## src/rtl/bram_test_ctrl.sv

```systemverilog
// bram_test_ctrl: write/read-back self test for a simple dual-port block RAM.
// Each address is written with (seed + addr), then read back through port B.
// The returned words are compared against the same pattern, and the mismatches
// are counted. The RAM read latency is covered by a tagged valid/address delay line.
module bram_test_ctrl #(
  parameter int ADDR_W = 9,
  parameter int DATA_W = 16,
  parameter int RD_LAT = 1
) (
  input  logic              clk,
  input  logic              rst,
  input  logic              start,
  input  logic [DATA_W-1:0] seed,
  output logic              busy,
  output logic              done,
  output logic              pass,
  output logic [ADDR_W:0]   err_cnt,
  output logic [ADDR_W-1:0] err_addr,
  output logic              ram_we,
  output logic [ADDR_W-1:0] ram_waddr,
  output logic [DATA_W-1:0] ram_wdata,
  output logic [ADDR_W-1:0] ram_raddr,
  input  logic [DATA_W-1:0] ram_rdata
);

  typedef enum logic [2:0] {IDLE, WRITE, READ, DRAIN, DONE} state_t;

  state_t              state, state_nxt;
  logic [ADDR_W-1:0]   addr;
  logic [2:0]          drain_cnt;
  logic [DATA_W-1:0]   seed_q;
  logic [ADDR_W:0]     err_cnt_q;
  logic [ADDR_W:0]     err_cnt_nxt;
  logic [ADDR_W-1:0]   err_addr_q;
  logic                first_seen;
  logic                pass_q;
  logic [RD_LAT-1:0]   pipe_vld;
  logic [ADDR_W-1:0]   pipe_addr [RD_LAT];
  logic                last_addr;
  logic                drain_last;
  logic                ret_vld;
  logic [ADDR_W-1:0]   ret_addr;
  logic [DATA_W-1:0]   ret_exp;
  logic                mismatch;

  assign last_addr   = &addr;
  assign drain_last  = (drain_cnt == 3'(RD_LAT - 1));
  assign ret_vld     = pipe_vld[RD_LAT-1];
  assign ret_addr    = pipe_addr[RD_LAT-1];
  assign ret_exp     = seed_q + DATA_W'(ret_addr);
  assign mismatch    = ret_vld && (ram_rdata != ret_exp);
  assign err_cnt_nxt = err_cnt_q + {{ADDR_W{1'b0}}, mismatch};
  assign err_cnt     = err_cnt_q;
  assign err_addr    = err_addr_q;

  // State register; reset always returns to IDLE, which aborts a running test
  always_ff @(posedge clk) begin
    if (rst) state <= IDLE;
    else     state <= state_nxt;
  end

  // Next-state and RAM/status outputs; addresses and write data are zero outside their phase
  always_comb begin
    state_nxt = state;
    busy      = 1'b0;
    done      = 1'b0;
    pass      = pass_q;
    ram_we    = 1'b0;
    ram_waddr = '0;
    ram_wdata = '0;
    ram_raddr = '0;
    case (state)
      IDLE: begin
        if (start) state_nxt = WRITE;
      end
      WRITE: begin
        busy      = 1'b1;
        ram_we    = 1'b1;
        ram_waddr = addr;
        ram_wdata = seed_q + DATA_W'(addr);
        if (last_addr) state_nxt = READ;
      end
      READ: begin
        busy      = 1'b1;
        ram_raddr = addr;
        if (last_addr) state_nxt = DRAIN;
      end
      DRAIN: begin
        busy = 1'b1;
        if (drain_last) state_nxt = DONE;
      end
      DONE: begin
        done      = 1'b1;
        pass      = (err_cnt_nxt == '0);
        state_nxt = IDLE;
      end
      default: state_nxt = IDLE;
    endcase
  end

  // Address/drain counters, seed latch and error bookkeeping
  always_ff @(posedge clk) begin
    if (rst) begin
      addr       <= '0;
      drain_cnt  <= '0;
      seed_q     <= '0;
      err_cnt_q  <= '0;
      err_addr_q <= '0;
      first_seen <= 1'b0;
      pass_q     <= 1'b0;
    end else begin
      if (mismatch) begin
        err_cnt_q <= err_cnt_nxt;
        if (!first_seen) begin
          err_addr_q <= ret_addr;
          first_seen <= 1'b1;
        end
      end
      case (state)
        IDLE: begin
          addr      <= '0;
          drain_cnt <= '0;
          if (start) begin
            seed_q     <= seed;
            err_cnt_q  <= '0;
            err_addr_q <= '0;
            first_seen <= 1'b0;
            pass_q     <= 1'b0;
          end
        end
        WRITE, READ: addr <= addr + 1'b1;
        DRAIN:       drain_cnt <= drain_cnt + 1'b1;
        DONE: begin
          pass_q    <= (err_cnt_nxt == '0);
          drain_cnt <= '0;
        end
        default: addr <= '0;
      endcase
    end
  end

  // Delay line tagging each issued read so its data is checked when the RAM returns it
  always_ff @(posedge clk) begin
    if (rst) begin
      pipe_vld <= '0;
      for (int i = 0; i < RD_LAT; i++) pipe_addr[i] <= '0;
    end else begin
      pipe_vld[0]  <= (state == READ);
      pipe_addr[0] <= addr;
      for (int i = 1; i < RD_LAT; i++) begin
        pipe_vld[i]  <= pipe_vld[i-1];
        pipe_addr[i] <= pipe_addr[i-1];
      end
    end
  end

endmodule

```

## config.mk

```make
export PLATFORM = sky130hd
export DESIGN_NAME = bram_test_ctrl
export DESIGN_NICKNAME = d
export VERILOG_FILES = /design/src/rtl/bram_test_ctrl.sv
export SDC_FILE = /design/constraint.sdc
export NUM_CORES = 1
export LEC_CHECK = 0
export CAP_MARGIN = 30
export CORE_AREA = 3 3 116 62
export DETAILED_ROUTE_END_ITERATION = 12
export DIE_AREA = 0 0 119 65
export DONT_BUFFER_PORTS = 1
export PLACE_DENSITY = 0.82
export SLEW_MARGIN = 20
export SYNTH_ARGS = -nofsm -noshare
export SYNTH_HDL_FRONTEND = slang
export SYNTH_SLANG_ARGS = --single-unit
```

## constraint.sdc

```tcl
create_clock -name clk -period 17.69 [get_ports clk]
set_input_delay 4.4225 -clock clk [delete_from_list [all_inputs] [get_ports clk]]
set_output_delay 4.4225 -clock clk [all_outputs]
set_load 0.05 [all_outputs]
```

# Word level (Yosys, flattened, before mapping)
# Memory sizes are Yosys's and may differ from the RTL's.
# Cells that the tools add are included.
[word_totals] reg_bits=53 latchBits=0 mem_bits_rw=9 rom_bits=0 input_bits=35 out_inout_bits=57 elab_cells=70 memories=1
[classes] n_addsub=5 mul=0 div=0 n_lt_le_gt_ge=0 eq_ne=9 shift=0 mux=31 bitwise_logic=0 reduce_logical=15
[mem_list] name="pipe_addr" words=1 width=9 read_ports=1 rd_ports_with_merged_regs=0 write_ports=1 line_no="38" rtl="logic [ADDR_W-1:0] pipe_addr [RD_LAT];"
[op_table] cell="$mux 9" count=7
[op_table] cell="$add 16x9->16" count=2
[op_table] cell="$mux 10" count=3
[op_table] cell="$pmux 9 s2" count=1
[op_table] cell="$mux 16" count=1
[op_table] cell="$ne 16x16->1" count=1
[op_table] cell="$mux 1" count=12
[op_table] cell="$mux 3" count=4
[op_table] cell="$pmux 3 s4" count=1
[op_table] cell="$add 10x1->10" count=1
[op_table] cell="$logic_not 10->1" count=1
[op_table] cell="$add 9x1->9 const B" count=1
[op_table] cell="$reduce_and 9->1" count=1
[op_table] cell="$reduce_or 9->1" count=1
[op_table] cell="$ne 2x2->1 const B" count=4
[op_table] cell="$eq 3x2->1 const B" count=2
[op_table] cell="$logic_not 3->1" count=2
[op_table] cell="$pmux 3 s2" count=1
[op_table] cell="$reduce_or 2->1" count=3
[op_table] cell="$reduce_and 2->1" count=2
[op_table] cell="$reduce_and 4->1" count=1
[op_table] cell="$reduce_bool 2->1" count=2
[op_table] cell="$add 3x1->3 const B" count=1
[op_table] cell="$eq 3x1->1 const B" count=1
[op_table] cell="other kinds (4)" count=4

# Depth between registers and ports, before layout
[depth] depth_word=7 depth_mapped=20 ltp_nobuf=19

# Least setup slack after synthesis
# No wires, ideal clock.
[synth_path] kind="input-to-output" startpoint="input port ram_rdata[2]" endpoint="output port pass" arrival_time_ns=7.826 required_ns=13.267 path_slack_ns=5.442 path_stages=17 path_buffers=1 path_cell_list="xnor2_1 xnor2_1 nor4b_1 and4b_1 nand4_1 o41ai_4 buf_6 inv_1 ha_1 ha_1 and3_1 and3_1 a211o_1 nand2_1 a31oi_1 nor4_1 a21o_1"
[synth_via] elab_chain_cells=5
[synth_lines] element="start: declaration" line_no="23" rtl="input logic [DATA_W-1:0] ram_rdata"
[synth_lines] element="$ne 16x16->1" line_no="51" rtl="assign mismatch = ret_vld && (ram_rdata != ret_exp);"
[synth_lines] element="$logic_and 1x1->1" line_no="51"
[synth_lines] element="$add 10x1->10" line_no="52" rtl="assign err_cnt_nxt = err_cnt_q + {{ADDR_W{1'b0}}, mismatch};"
[synth_lines] element="$logic_not 10->1" line_no="94" rtl="pass = (err_cnt_nxt == '0);"
[synth_lines] element="$mux 1" line_no="72" rtl="case (state)"
[synth_lines] element="end: declaration" line_no="16" rtl="output logic pass,"
# No other way between the ends.

# Final worst setup path
[layout_path] startpoint="input port ram_rdata[7]" endpoint="output port pass"
# Same word-level chain as after synthesis.

==> flow_summary.yaml <==
timing:
  setup-violations-final: 0
  fmax_ghz: 0.0789
  hold_viol: 0
  fin_tns_setup_ns: 0
  holdWs_ns: 0.475
  relSlewSlack: 0.321
  drv_slew: 0
  fin_crit_ns: 12.68
  period_share: 0.717
  fin_ws_ns: 5.01
  rsz0062_at_grt: "no"
  fin_skew_ns: 0.00290
  tightest_slew_ns: 1.02
setup_path:
  rr_worst_depth: 19
  critPathCaptureType: "primary output"
  cp.required_ns: 13.27
  crit_chain: "xor2_1 -> o211ai_1 -> a211oi_1 -> and4b_1 -> nand4_1 -> o41ai_4 -> buf_4 -> inv_1 -> ha_1 -> ha_1 -> and3_1 -> and3_1 -> a211o_1 -> nand2_1 -> a31oi_1 -> nor4_1 -> a21o_1"
  r2r-start: "seed_q[6]"
  cp_max_fo: 37
  critPathArrivalTime_ns: 8.26
  r2r_end: "pass_q"
  path_class: "primary input to primary output"
  reg2reg_slack_ns: 12.84
  start_kind: "primary input"
  cp_slowest_cell: "a21o_1"
  max_stage_delay_ns: 0.42
clocking:
  tritoncts: "done"
  cts_buffers: 9
  root_buffer: "clkbuf_16"
  cts_hold_buf: 0
  clockBufferDepth: 2
  clk_latency_ns: 0.33
  post-cts-setup-buffers: 0
  cts_num_sinks: 62
  cts.htree.levels: 3
  cts_resized: 0
  clkSlewWorstSetupHoldPaths_ns: 0.05
placement:
  portBuffers: 0
  pre_cts_ws_ns: 5.05
  hpwlAfterDp_um: 7540
  place_area_um2: 4150
  gp_congestion: 0.924
grt:
  grt_pass1_vias: 3367
  antenna_found_initial: 0
  grt_use_total: 0.280
  grt_pass1_wl_um: 17000
  overflow: 0
  grt_max_degree: 42
die:
  start_util: 0.679
  rows: 20
  dieArea_um2: 7740
  die_width_um: 119
  die_h_um: 65
  ios: 92
  coreArea_um2: 6130
worst_hold_path:
  whs_endpoint: "err_addr[2]"
  min-delay-start: "pipe_addr[0][2]"
  hold-path-cell-count: 2
  hold_path.class: "flip-flop to flip-flop"
routing:
  avgRoutedWirePerCell_um: 17.1
  drcViolationCount: 0
  drtIter0Drc: 367
  dr.pass1.iters: 5
  wl_um: 10400
  vias_per_cell: 6.26
  drtAntennaViolNets: 0
  via_count: 3820
logic_synthesis:
  synth_flop_cell: "dfxtp_1"
  synth_top_cell_by_area: "dfxtp_1"
  synthCells: 533
  synth_area_um2: 4160
  ys_top_cells_by_area: "dfxtp_1, ha_1, a21oi_1"
  yosysSeqAreaShare: 0.298
  yosysWarnings: 0
  syn_nets: 594
  yosysUniqueCellTypes: 58
  yosys.area.top_type_share: 0.298
  synth-seq-cells: 62
  syn_area_per_cell_um2: 7.81
  synthArstFlopShare: 0
  synth_edf_count: 0
cells_and_area:
  drive_above_1_share: 0.0556
  nets: 578
  antenna_cells: 0
  syn_to_final_growth_pct: 7.49
  stdcell_area_um2: 4470
power:
  leakage_nw: 1.76
  ir_drop_v: 0.0000706
  powerDensity_nw_per_um2: 94.8
  power_uw: 424
status:
  status: "completed"
run:
  maxCapViolCount: 0
-- cells in the mapped netlist, drive strengths merged, types with 8 or more instances --
cell type / instances
clkbuf: 18
dfxtp: 62
o31ai: 10
nor2b: 13
nor2: 40
ha: 24
nand3: 18
xor2: 16
o21ai: 23
and2: 23
inv: 15
or3: 11
nand4: 8
xnor2: 21
buf: 13
a21oi: 53
o211ai: 11
nor3: 11
nand2: 67
and3: 9
-- worst max-delay path, delay by kind of cell --
family                     cells  cell delay [ns]
adders and majority gates      2             0.50
buffers and inverters          2             0.47
AOI/OAI and AO/OA              6             1.35
and+or+nand+nor                6             1.27
xor gates and xnor gates       1             0.23
-- metal layers --
layer,GRT usage,vias up,share of wire
met1,0.368,1770,0.44
met5,0,-,0
met2,0.423,160,0.45
li1,-,1877,-
met3,0.119,13,0.11
met4,0.0693,0,0.011
-- per-stage QoR --
step | utilization | instances
floorplan | - | 533
global placement | 0.676 | 593
detailed placement | 0.677 | 594
CTS | 0.729 | 610
global route | 0.729 | 610
finish | 0.729 | 610
-- area by class of cell --
type / count / area, um2
inverters: 15 / 56.3
clock inverters: 3 / 40.0
fillers: 484 / 1660
clock buffers: 13 / 280
flip-flops and latches: 62 / 1240
well taps: 88 / 110
repair buffers: 4 / 30.0
multi-input cells: 425 / 2710
-- sequential cells by signal, summed over array words and instances, names as in the netlist --
signal,cells
err_cnt,10
pipe_vld,1
err_addr,9
first_seen,1
pipe_addr,9
seed_q,16
state,3
drain_cnt,3
addr,9
pass_q,1
-- where the power goes --
group	total (mW)	internal, mW	switching [mW]
registers	0.161	0.147	0.0148
logic	0.0780	0.0244	0.0535
clock network	0.184	0.124	0.0607
total	0.424	0.295	0.129
-- cell usage in the layout, fill, tap and decap left out, types with 11 or more instances in the layout --
master,n
xnor2_1,21
a21oi_1,53
nand2_1,67
o211ai_1,11
nand3_1,17
dfxtp_1,62
inv_1,15
xor2_1,16
ha_1,24
o21ai_0,22
or3_1,11
and2_1,23
nor2_1,40
nor2b_1,13
-- worst max-delay path by stage --
stage                  start  endpoint  slack [ns]
3_3_place_gp    ram_rdata[2]      pass        5.12
6_report        ram_rdata[7]      pass        5.01
5_1_grt         ram_rdata[2]      pass        4.70
4_1_cts         ram_rdata[2]      pass        5.03
3_5_place_dp   ram_rdata[14]      pass        5.05
2_1_floorplan   ram_rdata[2]      pass        5.44
-- cell families (layout without fill, tap and decap cells) --
logic type      Yosys count  count (layout)  synth area share
buf+inv                  46              35            0.0517
compound gates          138             138             0.212
mux                       4               4            0.0126
flops                    62              62             0.298
simple gates            220             220             0.266
fa+ha+maj                26              26            0.0818
xor+xnor                 37              37            0.0779
Note: power is estimated with default switching activity, not from simulation.
